**src/rtl/frame_color_analyzer.sv**
```systemverilog
// frame_color_analyzer: scans a 160x120 RGB332 frame, counts red/green/blue pixels and reports the dominant colour
module frame_color_analyzer #(
    parameter int CAM_SCREEN_X = 160,
    parameter int CAM_SCREEN_Y = 120,
    parameter int AW           = 15,
    parameter int DW           = 8,
    parameter int MIN_PIX      = 64
) (
    input  logic          clk,
    input  logic          rst,
    input  logic          start,
    output logic [AW-1:0] mem_addr,
    input  logic [DW-1:0] mem_data,
    output logic          busy,
    output logic          done,
    output logic [1:0]    color,
    output logic [AW-1:0] red_count,
    output logic [AW-1:0] green_count,
    output logic [AW-1:0] blue_count
);
    localparam logic [AW-1:0] LAST = AW'(CAM_SCREEN_X * CAM_SCREEN_Y - 1);
    localparam logic [AW-1:0] MIN  = AW'(MIN_PIX);

    typedef enum logic [2:0] {IDLE, READ, DRAIN, DECIDE, DONE} state_t;

    state_t        r_state;
    logic          r_vld;
    logic [2:0]    w_r;
    logic [2:0]    w_g;
    logic [1:0]    w_b;
    logic          w_red;
    logic          w_green;
    logic          w_blue;
    logic [1:0]    w_pick;
    logic [AW-1:0] w_max;
    logic [1:0]    w_color;

    // pixel classification and dominant-colour verdict (ties favour red, then green)
    always_comb begin
        w_r     = mem_data[7:5];
        w_g     = mem_data[4:2];
        w_b     = mem_data[1:0];
        w_red   = (w_r >= 3'd5) && (w_g <= 3'd3) && (w_b <= 2'd1);
        w_green = (w_g >= 3'd5) && (w_r <= 3'd3) && (w_b <= 2'd1);
        w_blue  = (w_b >= 2'd2) && (w_r <= 3'd3) && (w_g <= 3'd3);
        w_pick  = (red_count >= green_count && red_count >= blue_count) ? 2'b01 :
                  (green_count >= blue_count) ? 2'b10 : 2'b11;
        w_max   = (w_pick == 2'b01) ? red_count : (w_pick == 2'b10) ? green_count : blue_count;
        w_color = (w_max >= MIN) ? w_pick : 2'b00;
    end

    // scan FSM; r_vld marks cycles where mem_data holds a pixel issued the cycle before
    always_ff @(posedge clk or negedge rst) begin
        if (!rst) begin
            r_state     <= IDLE;
            r_vld       <= 1'b0;
            mem_addr    <= '0;
            busy        <= 1'b0;
            done        <= 1'b0;
            color       <= 2'b00;
            red_count   <= '0;
            green_count <= '0;
            blue_count  <= '0;
        end else begin
            r_vld <= (r_state == READ);
            if (r_vld) begin
                red_count   <= red_count + AW'(w_red);
                green_count <= green_count + AW'(w_green);
                blue_count  <= blue_count + AW'(w_blue);
            end
            case (r_state)
                IDLE: begin
                    mem_addr <= '0;
                    if (start) begin
                        r_state     <= READ;
                        busy        <= 1'b1;
                        red_count   <= '0;
                        green_count <= '0;
                        blue_count  <= '0;
                    end
                end
                READ: begin
                    if (mem_addr == LAST) begin
                        r_state  <= DRAIN;
                        mem_addr <= '0;
                    end else begin
                        mem_addr <= mem_addr + 1'b1;
                    end
                end
                DRAIN: r_state <= DECIDE;
                DECIDE: begin
                    color   <= w_color;
                    busy    <= 1'b0;
                    done    <= 1'b1;
                    r_state <= DONE;
                end
                DONE: begin
                    done    <= 1'b0;
                    r_state <= IDLE;
                end
                default: r_state <= IDLE;
            endcase
        end
    end
endmodule

```
**config.mk**
```make
export PLATFORM = sky130hd
export DESIGN_NAME = frame_color_analyzer
export DESIGN_NICKNAME = d
export VERILOG_FILES = /design/src/rtl/frame_color_analyzer.sv
export SDC_FILE = /design/constraint.sdc
export NUM_CORES = 1
export LEC_CHECK = 0
export BUFFER_PORTS_ARGS = -buffer_cell sky130_fd_sc_hd__buf_4
export CAP_MARGIN = 20
export CORE_MARGIN = 4
export CORE_UTILIZATION = 61
export CTS_CLUSTER_SIZE = 16
export DETAILED_ROUTE_END_ITERATION = 10
export PLACE_DENSITY = 0.95
export SYNTH_ARGS = -nofsm -noshare
export SYNTH_HDL_FRONTEND = slang
export SYNTH_SLANG_ARGS = --single-unit
export TNS_END_PERCENT = 20
```
**constraint.sdc**
```tcl
create_clock -name clk -period 4.5 [get_ports clk]
set_input_delay 1.35 -clock clk [delete_from_list [all_inputs] [get_ports clk]]
set_output_delay 1.35 -clock clk [all_outputs]
set_load 0.05 [all_outputs]
```
-- Word level (Yosys, flattened, before mapping)
Cells that the tools add are included.
- $add $sub $neg: 4
- multipliers: 0
- divide/modulo/power cells: 0
- magnitude comparators: 10
- equality and inequality tests: 9
- shifts and indexed selects: 0
- multiplexer cells: 22
- bitwise operators: 0
- reductions and logical operators: 13
- operators by type and width (cell ; number):
    2-to-1 mux 15 bit ; 12
    adder 15 x 1 -> 15 bit ; 3
    >= comparator 15 bit ; 3
    case mux 15 bit (2 select lines) ; 1
    adder 15 x 1 -> 15 bit, second input constant ; 1
    == test 15 bit, second input constant ; 1
    >= comparator 15 x 7 -> 1 bit, second input constant ; 1
    case mux 3 bit (4 select lines) ; 1
    logical AND 1 bit ; 7
    == test 3 x 2 -> 1 bit, second input constant ; 2
    >= comparator 3 bit, second input constant ; 2
    <= comparator 3 x 2 -> 1 bit, second input constant ; 2
    2-to-1 mux 3 bit ; 2
    nonzero test 2 bit ; 3
    2-to-1 mux 2 bit ; 2
    case mux 1 bit (2 select lines) ; 2
    AND reduction 2 bit ; 2
    == test 3 x 1 -> 1 bit, second input constant ; 1
    == test 3 bit, second input constant ; 1
    zero test 3 bit ; 1
    == test 2 x 1 -> 1 bit, second input constant ; 1
    == test 2 bit, second input constant ; 1
    >= comparator 2 bit, second input constant ; 1
    <= comparator 2 x 1 -> 1 bit, second input constant ; 1
    3 further kinds ; 4
- flip-flop bits (word level): 68
- bits in latches: 0
- bits in writable memories: 0
- bits in read-only memories: 0
- logic and storage cells: 67
- memories kept: 0

-- Logic depth before layout (Yosys ltp)
- word-level depth: 8
- mapped depth: 9
- gate-level depth less buffers: 9

-- Worst setup path before layout
No wires, ideal clock.
- kind: input -> register
- from: input port mem_data[7]
- to: register green_count[13]
- data arrival time: 2.945 ns
- data required time: 4.426 ns
- setup slack: 1.481 ns
- stages on the path: 7
- cell sequence: nor4b_1 ha_1 nand3_1 or4_1 buf_2 or3_1 a21oi_2
- word-level cells in the longest chain between the ends: 7
- ends and longest elaborated chain (element ; line ; RTL):
    start: declaration ; 13 ; input logic [DW-1:0] mem_data,
    <= comparator 3 x 2 -> 1 bit (*) ; 44 ; w_green = (w_g >= 3'd5) && (w_r <= 3'd3) && (w_b <= 2'd1);
    logical AND 1 bit (*) (2 in a row) ; 44 ;
    adder 15 x 1 -> 15 bit (*) ; 68 ; green_count <= green_count + AW'(w_green);
    2-to-1 mux 15 bit (*) ; 66 ; if (r_vld) begin
    2-to-1 mux 15 bit ; 74 ; if (start) begin
    2-to-1 mux 15 bit (*) ; 71 ; case (r_state)
    end signal: assignment ; 68 ;
    end: declaration ; 18 ; output logic [AW-1:0] green_count,
Every way passes the cells marked *; elsewhere a longest branch is shown, timed or not.
A chain may end at the register's enable or synchronous reset.

-- Worst setup path after layout
- from: input port mem_data[7]
- to: register green_count[14]
The elaborated chain is that of the path after synthesis.

==> out/results.ini <==
[global_routing]
grt_max_degree=69
grt_usage_pct=26.4
grt_pass1_wl_um=18200
overflow=0
antenna_found_initial=0
grt_pass1_vias=3809

[synth]
yosysUniqueCellTypes=54
synth_top_family_by_area=simple AND/OR/NAND/NOR gates
synthSimpleGateAreaFrac_pct=21.0
muxShareOfSynthArea_pct=1.61
synth_area_per_cell_um2=9.11
syn_inst=485
synth-main-ff-cell=dfrtp_1
ys_seq_area_share_pct=38.5
yosysWarnings=0
synth-compound-area-share_pct=12.5
synth_xor_area_share_pct=7.14
synthesis.area_um2=4420
yosys-top-cells-area=dfrtp_1 39%, ha_1 15%, nand2_1 4.6%
synth.net_count=548
synth_edf_count=0
synth_adder_area_share_pct=14.7
synth_top_area_share_pct=38.5
synthArstFlopShare_pct=100
yosys.area.top_type=dfrtp_1
synth-seq-cells=68

[placement]
port_buffers=73
place_congestion=0.917
placed_area_um2=5040
place_inst=644
place_ws_ns=1.08
dp_hpwl_um=7990

[clock_tree]
cts_resized=0
cts.reportedPaths.clkPinSlew_ns=0.08
numCtsBuffers=9
cts.hold.buffers_added=0
cts_buffer_depth=2
clock_latency_ns=0.36
cts-root-buf=clkbuf_8
postCtsSetupBuffers=0
cts.sink_count=68
htreeDepth=3
cts_tree=done

[floorplan]
num_rows=30
io_pins=75
die_w_um=93.1
start_util_pct=64.0
coreArea_um2=6910
dieArea_um2=8670
die_h_um=93.1

[critical_path]
r2r-end=color[0]
r2r_slack_ns=1.80
end_kind=register
cp.required_ns=4.79
start_kind=primary input
path_class=primary input to register
cp_max_fo=5
rr_startpoint=green_count[6]
r2r_cells=8
worstPathArrival_ns=3.37

[detailed_routing]
drt-initial-drc-count=359
routedWlPerCell_um=16.6
drc=0
top_layer_used=met4
vias=3995
ant_nets=0
wl_met2_um=5270
dr.pass1.iters=6
met1_length_um=4490
viasPerCell=6.05
totalWireLength_um=11000
wl_met3_um=887

[timing]
relSlewSlack_pct=43.5
tightest_slew_ns=0.847
clock.fmax_mhz=325
holdWs_ns=0.495
hold_viol=0
fin_tns_setup_ns=0
min_period_ns=3.08
fin_ws_ns=1.42
slew_violations=0
setup_viol=0
fin_worst_skew_ns=0.0112
finalCritPeriodShare_pct=68.4
rsz0062_at_grt=false

[finish]
num-nets-final=622
final_common_cell=buf_4
instances_no_fill=660
diodes=0
design_area_um2=5240
final_core_util_pct=75.8
area_growth_pct=18.5
layout_common_cells=74 x buf_4, 68 x dfrtp_1, 54 x nand2_1
drive_gt1_share_pct=19.3

[pwr]
combPwrFrac_pct=42.7
total_power_mw=2.34
vdd_drop_max_mv=0.720
cellPowerDensity_nw_per_um2=447
power.switching_mw=1.05
p_sw_share_pct=44.9
power.internal_mw=1.29
seq_power_share_pct=35.4
p_clk_share_pct=21.9
p_leak_nw=2.62

[status]
outcome=finished clean

[flow_run]
maxCapViolCount=0

[hold_path]
worstHoldEndpoint=busy
worstHoldPathCells=1
hp-class=register to register
min_from=busy

==> sequential cells by signal, summed over array words and instances, names as in the netlist <==
name	flops
r_vld	1
green_count	15
r_state	3
blue_count	15
done	1
color	2
mem_addr	15
busy	1
red_count	15
==> synthesized netlist by cell type, types with 2 or more instances <==
cell type and number:
a21o_1 6, a21oi_1 28, a22o_1 2, a31oi_1 3, and3_1 9, buf_2 4, clkbuf_1 6, dfrtp_1 68
ha_1 52, inv_1 35, inv_2 4, mux2i_1 6, nand2_1 54, nand2b_1 3, nand3_1 13, nand4_1 17
nor2_1 48, nor2b_1 3, nor3_1 7, nor3_2 2, nor4_1 4, nor4b_1 2, o21ai_0 30, o21ai_1 4
o31ai_1 5, o41ai_1 2, or2_2 2, or3_1 6, xnor2_1 23, xor2_1 13
==> power by group through the flow <==
| stage | Clock (mW) | Combinational (mW) | Sequential [mW] |
|---|---|---|---|
| 2_1_floorplan | 0 | 0.395 | 1.10 |
| 3_3_place_gp | 0 | 0.921 | 0.829 |
| 3_5_place_dp | 0 | 0.984 | 0.834 |
| 4_1_cts | 0.514 | 1.00 | 0.826 |
| 5_1_grt | 0.542 | 1.09 | 0.844 |
| 6_report | 0.512 | 0.999 | 0.828 |
==> worst max path at each step <==
stage | from | to | slack [ns] | cells past startpoint
2_1_floorplan | mem_data[7] | green_count[13] | 1.48 | 7
3_3_place_gp | mem_data[7] | green_count[14] | 1.11 | 9
3_5_place_dp | mem_data[7] | green_count[14] | 1.08 | 9
4_1_cts | mem_data[7] | green_count[14] | 1.43 | 9
5_1_grt | mem_data[7] | green_count[14] | 1.22 | 9
6_report | mem_data[7] | green_count[14] | 1.42 | 9
==> layout make-up <==
class / count / area [um^2]
inverter: 39 / 146
sequential: 68 / 1700
clock inverter: 6 / 63.8
multi-input combinational: 367 / 2520
timing repair buffer: 74 / 556
clock buffer: 10 / 128
tap: 96 / 120
fill: 487 / 1670
==> metal layers <==
layer | track usage [%] | vias to the layer above
met4 | 11.1 | 0
met5 | 0 | -
met3 | 4.67 | 30
met2 | 43.5 | 207
met1 | 34.4 | 1908
li1 | - | 1850
==> cell families (layout without fill, tap and decap cells) <==
group	after synthesis	after routing
buffers and inverters	50	129
muxes	7	7
xor gates and xnor gates	36	36
AOI/OAI and AO/OA	90	90
and+or+nand+nor	182	182
adders and majority gates	52	52
DFF	68	68
==> worst max-delay path: stages <==
cell and delay [ns]:
buf_4 0.12, nor4b_1 0.31, ha_1 0.26, ha_1 0.18, nand4_1 0.15, nor2_1 0.42, nand2_1 0.12, or3_1 0.32
a21oi_1 0.14
(Power assumes the default switching activity.)
